==> src/rtl/addr_burst_gen_if.sv <==
// Handshake bundle between the offset shifter, addr_burst_gen and the data router.
// err_misalign is present only when ADDR_ALIGN_CHK_EN is defined.
interface addr_burst_gen_if #(
  parameter int ADDR_W = 32,
  parameter int LEN_W  = 4
);
  logic              in_valid;
  logic              in_ready;
  logic [ADDR_W-1:0] base_addr;
  logic [ADDR_W-1:0] byte_off;
  logic [LEN_W-1:0]  burst_len;
  logic              out_valid;
  logic              out_ready;
  logic [ADDR_W-1:0] out_addr;
  logic              out_last;
  logic              busy;
`ifdef ADDR_ALIGN_CHK_EN
  logic              err_misalign;
`endif

  modport slave (
    input  in_valid, base_addr, byte_off, burst_len, out_ready,
    output in_ready, out_valid, out_addr, out_last,
`ifdef ADDR_ALIGN_CHK_EN
    output err_misalign,
`endif
    output busy
  );

  modport master (
    output in_valid, base_addr, byte_off, burst_len, out_ready,
    input  in_ready, out_valid, out_addr, out_last,
`ifdef ADDR_ALIGN_CHK_EN
    input  err_misalign,
`endif
    input  busy
  );
endinterface

==> src/rtl/addr_burst_gen.sv <==
// Expands one (base + offset, length) request into a burst of word-stride byte addresses.
// Optional ADDR_ALIGN_CHK_EN rejects misaligned start addresses with a one-cycle err_misalign pulse.
//
// state   | meaning
// S_IDLE  | waiting for a request, in_ready=1
// S_BURST | presenting beats, out_valid=1
module addr_burst_gen #(
  parameter int ADDR_W = 32,
  parameter int LEN_W  = 4
) (
  input  logic              clk,
  input  logic              rst_n,
  addr_burst_gen_if.slave   bus
);

  typedef enum logic {S_IDLE = 1'b0, S_BURST = 1'b1} state_e;

  state_e            state_q, state_d;
  logic [ADDR_W-1:0] addr_q, addr_d;
  logic [LEN_W-1:0]  rem_q, rem_d;
  logic              last_q, last_d;
  logic [ADDR_W-1:0] start_addr;
  logic              misalign;
`ifdef ADDR_ALIGN_CHK_EN
  logic              err_q, err_d;
`endif

  assign start_addr = bus.base_addr + bus.byte_off;

`ifdef ADDR_ALIGN_CHK_EN
  assign misalign = (start_addr[1:0] != 2'b00);
`else
  assign misalign = 1'b0;
`endif

  always_ff @(posedge clk or negedge rst_n) begin
    if (!rst_n) begin
      state_q <= S_IDLE;
      addr_q  <= '0;
      rem_q   <= '0;
      last_q  <= 1'b0;
`ifdef ADDR_ALIGN_CHK_EN
      err_q   <= 1'b0;
`endif
    end else begin
      state_q <= state_d;
      addr_q  <= addr_d;
      rem_q   <= rem_d;
      last_q  <= last_d;
`ifdef ADDR_ALIGN_CHK_EN
      err_q   <= err_d;
`endif
    end
  end

  always_comb begin
    state_d = state_q;
    addr_d  = addr_q;
    rem_d   = rem_q;
    last_d  = last_q;
`ifdef ADDR_ALIGN_CHK_EN
    err_d   = 1'b0;
`endif
    case (state_q)
      S_IDLE: begin
        if (bus.in_valid) begin
          if (misalign) begin
`ifdef ADDR_ALIGN_CHK_EN
            err_d = 1'b1;
`endif
          end else begin
            addr_d  = start_addr;
            rem_d   = bus.burst_len;
            last_d  = (bus.burst_len == '0);
            state_d = S_BURST;
          end
        end
      end
      S_BURST: begin
        if (bus.out_ready) begin
          if (rem_q != '0) begin
            addr_d = addr_q + ADDR_W'(4);
            rem_d  = rem_q - LEN_W'(1);
            // the beat being advanced to is final when one beat was left after this one
            last_d = (rem_q == LEN_W'(1));
          end else begin
            state_d = S_IDLE;
            last_d  = 1'b0;
          end
        end
      end
      default: state_d = S_IDLE;
    endcase
  end

  assign bus.in_ready  = (state_q == S_IDLE);
  assign bus.out_valid = (state_q == S_BURST);
  assign bus.busy      = (state_q == S_BURST);
  assign bus.out_addr  = addr_q;
  assign bus.out_last  = last_q;
`ifdef ADDR_ALIGN_CHK_EN
  assign bus.err_misalign = err_q;
`endif

endmodule

==> src/flat_wrapper.sv <==
// flat-port wrapper written by rule: the top's interface ports become plain ports
module addr_burst_gen_flat 
#(
  parameter int ADDR_W = 32,
  parameter int LEN_W  = 4
)
  (clk, rst_n, bus_in_valid, bus_base_addr, bus_byte_off, bus_burst_len, bus_out_ready, bus_in_ready, bus_out_valid, bus_out_addr, bus_out_last, bus_busy);
  addr_burst_gen_if #(.ADDR_W(ADDR_W), .LEN_W(LEN_W)) bus_i ();
  input  logic clk;
  input  logic rst_n;
  input wire logic [$bits(bus_i.in_valid)-1:0] bus_in_valid;
  input wire logic [$bits(bus_i.base_addr)-1:0] bus_base_addr;
  input wire logic [$bits(bus_i.byte_off)-1:0] bus_byte_off;
  input wire logic [$bits(bus_i.burst_len)-1:0] bus_burst_len;
  input wire logic [$bits(bus_i.out_ready)-1:0] bus_out_ready;
  output wire logic [$bits(bus_i.in_ready)-1:0] bus_in_ready;
  output wire logic [$bits(bus_i.out_valid)-1:0] bus_out_valid;
  output wire logic [$bits(bus_i.out_addr)-1:0] bus_out_addr;
  output wire logic [$bits(bus_i.out_last)-1:0] bus_out_last;
  output wire logic [$bits(bus_i.busy)-1:0] bus_busy;
  assign bus_i.in_valid = bus_in_valid;
  assign bus_i.base_addr = bus_base_addr;
  assign bus_i.byte_off = bus_byte_off;
  assign bus_i.burst_len = bus_burst_len;
  assign bus_i.out_ready = bus_out_ready;
  assign bus_in_ready = bus_i.in_ready;
  assign bus_out_valid = bus_i.out_valid;
  assign bus_out_addr = bus_i.out_addr;
  assign bus_out_last = bus_i.out_last;
  assign bus_busy = bus_i.busy;
  addr_burst_gen #(.ADDR_W(ADDR_W), .LEN_W(LEN_W)) u_core (.clk(clk), .rst_n(rst_n), .bus(bus_i));
endmodule
==> config.mk <==
export PLATFORM = sky130hd
export DESIGN_NAME = addr_burst_gen_flat
export DESIGN_NICKNAME = d
export VERILOG_FILES = /design/src/rtl/addr_burst_gen_if.sv /design/src/rtl/addr_burst_gen.sv /design/src/flat_wrapper.sv
export SDC_FILE = /design/constraint.sdc
export NUM_CORES = 1
export LEC_CHECK = 0
export BUFFER_PORTS_ARGS = -buffer_cell sky130_fd_sc_hd__buf_2
export CORE_MARGIN = 3
export CORE_UTILIZATION = 54
export DETAILED_ROUTE_END_ITERATION = 8
export GPL_TIMING_DRIVEN = 0
export PLACE_DENSITY = 0.79
export SLEW_MARGIN = 20
export SYNTH_ARGS = -nofsm -noshare
export SYNTH_HDL_FRONTEND = slang
export SYNTH_SLANG_ARGS = --single-unit
==> constraint.sdc <==
create_clock -name clk -period 5.67 [get_ports clk]
set_clock_uncertainty 0.15 [all_clocks]
set_input_delay 0.2835 -clock clk [delete_from_list [all_inputs] [get_ports clk]]
set_output_delay 0.2835 -clock clk [all_outputs]
set_load 0.03 [all_outputs]
==> flow_metrics.env <==
export IMPL_grt_pass1_wl_mm=19.44
export IMPL_post_dp_hpwl_mm=9.013
export IMPL_maxSlewHeadroom=0.4191
export IMPL_ff2ff_setup_slack_ns=2.62
export IMPL_start_kind="register"
export IMPL_gp_congestion=0.9018
export IMPL_diodes=0
export IMPL_critical_path_cell_chain="clkbuf_1 > nor2b_1 > clkbuf_1 > a31oi_1 > clkbuf_1 > clkbuf_1 > a21oi_1 > o21ai_0"
export IMPL_antenna_found_initial=0
export IMPL_fin_nets=748
export IMPL_synth_distinct_cells=60
export IMPL_cts_root_buf="clkbuf_8"
export IMPL_status="finished, final reports clean"
export IMPL_clkSinkCount=38
export IMPL_grtUsageTotal=0.2780
export IMPL_r2r_end="u_core.rem_q[0]"
export IMPL_rr_worst_depth=8
export IMPL_worst_path_max_delay_cell="clkbuf_1"
export IMPL_endpoint="u_core.rem_q[0]"
export IMPL_dr_pass1_iters=5
export IMPL_synth_area_mm2=0.003988
export IMPL_io_buffers=107
export IMPL_cellPowerDensity_mw_per_mm2=376.2
export IMPL_grt_pass1_vias=4205
export IMPL_drive_above_1_share=0.2016
export IMPL_post_route_period_util=0.5386
export IMPL_fin_cells=736
export IMPL_die_w_um=91.93
export IMPL_routedWlPerCell_um=15.84
export IMPL_synth_edf_count=0
export IMPL_min_from="bus_burst_len[2]"
export IMPL_fillCellCount=659
export IMPL_grt_busiest_layer="met2"
export IMPL_die_y_um=91.93
export IMPL_h_tree_depth=2
export IMPL_synth_ff_type="dfrtp_1"
export IMPL_r2r_start="u_core.bus.busy"
export IMPL_arrival_ns=3.13
export IMPL_area_delta_synth_final_pct=18.76
export IMPL_ir_drop_uv=147.1
export IMPL_p_leak_uw=0.002142
export IMPL_start_util=0.5711
export IMPL_critPathCaptureType="register"
export IMPL_num_rows=30
export IMPL_cts_tree="built"
export IMPL_grt_max_degree=39
export IMPL_netlist_top_cells_area="dfrtp_1, ha_1, a21oi_1"
export IMPL_min_path_type="primary input to register"
export IMPL_synthTopCellsByCount="a21oi_1, nand2_1, o21ai_0"
export IMPL_dieArea_mm2=0.008451
export IMPL_dp_cells=729
export IMPL_min_period_ns=3.054
export IMPL_synthCells=526
export IMPL_viasPerCell=6.128
export IMPL_ys_ff_latch=38
export IMPL_syn_num_nets=633
export IMPL_crit_top_cell="clkbuf_1"
export IMPL_wl_mm=11.66
export IMPL_max_stage_delay_ns=0.54
export IMPL_drc=0
export IMPL_numCtsBuffers=5
export IMPL_max_cap_violations=0
export IMPL_yosysWarnings=0
export IMPL_path_class="register to register"
export IMPL_synth_async_reset_ratio=1.000
export IMPL_synth_top_area_frac=0.2385
export IMPL_coreArea_mm2=0.006982
export IMPL_met1_usage=0.3726
export IMPL_ioPinCount=108
export IMPL_tns_ns=0
export IMPL_setup_worst_path_start="u_core.bus.busy"
export IMPL_power_uw=1782
export IMPL_worstMarginPinSlew_ns=0.8713
export IMPL_finalSetupViolations=0
export IMPL_grt_overflow=0
export IMPL_drt_iter0_drc=413
export IMPL_path_max_fanout=10
export IMPL_crit_required_ns=5.74
export IMPL_rsz0062_at_grt="false"
export IMPL_vias=4510
export IMPL_clk_pin_slew_ns=0.07
export IMPL_synth_top_area_cell="dfrtp_1"
export IMPL_use_met2=0.4720
export IMPL_fmax_mhz=327.5
export IMPL_clock_latency_ns=0.30
export IMPL_drv_slew=0
export IMPL_clockBufferDepth=2
export IMPL_grtUsageMet3=0.03117
export IMPL_postRouteAntennaNets=0
export IMPL_syn_mean_instance_area_um2=7.581
export IMPL_hold_viol=0
export IMPL_synth_seq_area_share=0.2385
## cells in the final DEF (no fill, tap or decap), types with 18 or more instances in the layout
| cell type | instances |
|---|---|
| nand3_1 | 34 |
| nand2_1 | 53 |
| clkbuf_1 | 28 |
| dfrtp_1 | 38 |
| a21oi_1 | 53 |
| ha_1 | 34 |
| nand4_1 | 18 |
| buf_2 | 108 |
| nor2_1 | 38 |
| o21ai_0 | 47 |
## layout make-up
type / count / area [um2] / area share
plain buffers: 33 / 137.6 / 0.02906
clock buffers: 6 / 82.58 / 0.01744
inverters: 15 / 56.30 / 0.01189
multi-input cells: 440 / 2843 / 0.6003
flip-flops and latches: 38 / 950.9 / 0.2008
well taps: 96 / 120.1 / 0.02536
repair buffers: 108 / 545.5 / 0.1152
## registers in the layout, summed over array words and instances, names as in the netlist
name / flops
u_core.bus.busy: 1
u_core.bus.out_addr: 32
u_core.bus.out_last: 1
u_core.rem_q: 4
## worst max-delay path: cells and delay by family (launching register included)
kind                   cells  cell delay, ns
buffers and inverters      4            1.65
AOI/OAI and AO/OA          3            0.72
DFF                        1            0.36
and+or+nand+nor            1            0.09
## logic make-up (layout without fill, tap and decap cells)
family,after synthesis,count (layout),synth area share
and+or+nand+nor,189,189,0.2313
AOI/OAI and AO/OA,182,182,0.2909
buffers and inverters,48,162,0.04863
DFF,38,38,0.2385
adders and majority gates,35,35,0.1117
xor gates and xnor gates,24,24,0.05271
muxes,10,10,0.02636
## through the flow
| stage | hold slack [ns] | util | setup WS (ns) | instance area, um2 |
|---|---|---|---|---|
| after detailed placement | 0.2962 | 0.6651 | 2.648 | 4643 |
| after global placement | 0.2945 | 0.6651 | 2.686 | 4643 |
| after CTS | 0.09592 | 0.6783 | 2.651 | 4736 |
| after global routing | 0.1187 | 0.6783 | 2.394 | 4736 |
| final | 0.09736 | 0.6783 | 2.616 | 4736 |
| after floorplan | -0.1621 | - | 3.095 | 3988 |
## worst min-delay path by stage
stage               slack [ns]  depth (start not counted)                      to
CTS                        0.1                          3         u_core.rem_q[2]
finish                     0.1                          3         u_core.rem_q[2]
global placement          0.29                          1  u_core.bus.out_addr[1]
global route              0.12                          3         u_core.rem_q[2]
floorplan                -0.16                          0         u_core.bus.busy
detailed placement        0.30                          1  u_core.bus.out_addr[1]
## repair_timing
action / in CTS / in global routing
hold buffers: 1 / 0
hold endpoints to repair: 38 / 0
setup buffers: 0 / 0
endpoints found under the setup margin: 0 / 0
resized for setup: 0 / 0
## report_power, final
group          switching, uW  total [uW]  internal [uW]
logic                    713        1080            366
registers                135         513            378
clock network           95.2         189           93.8
total                    943        1780            838
## layer usage
metal / vias up / wire, um
met1: 2075 / 5011
li1: 2204 / -
met2: 209 / 5564
met4: 0 / 199
met3: 22 / 885
met5: - / 0
No activity file was read; power rests on OpenSTA's default activity.
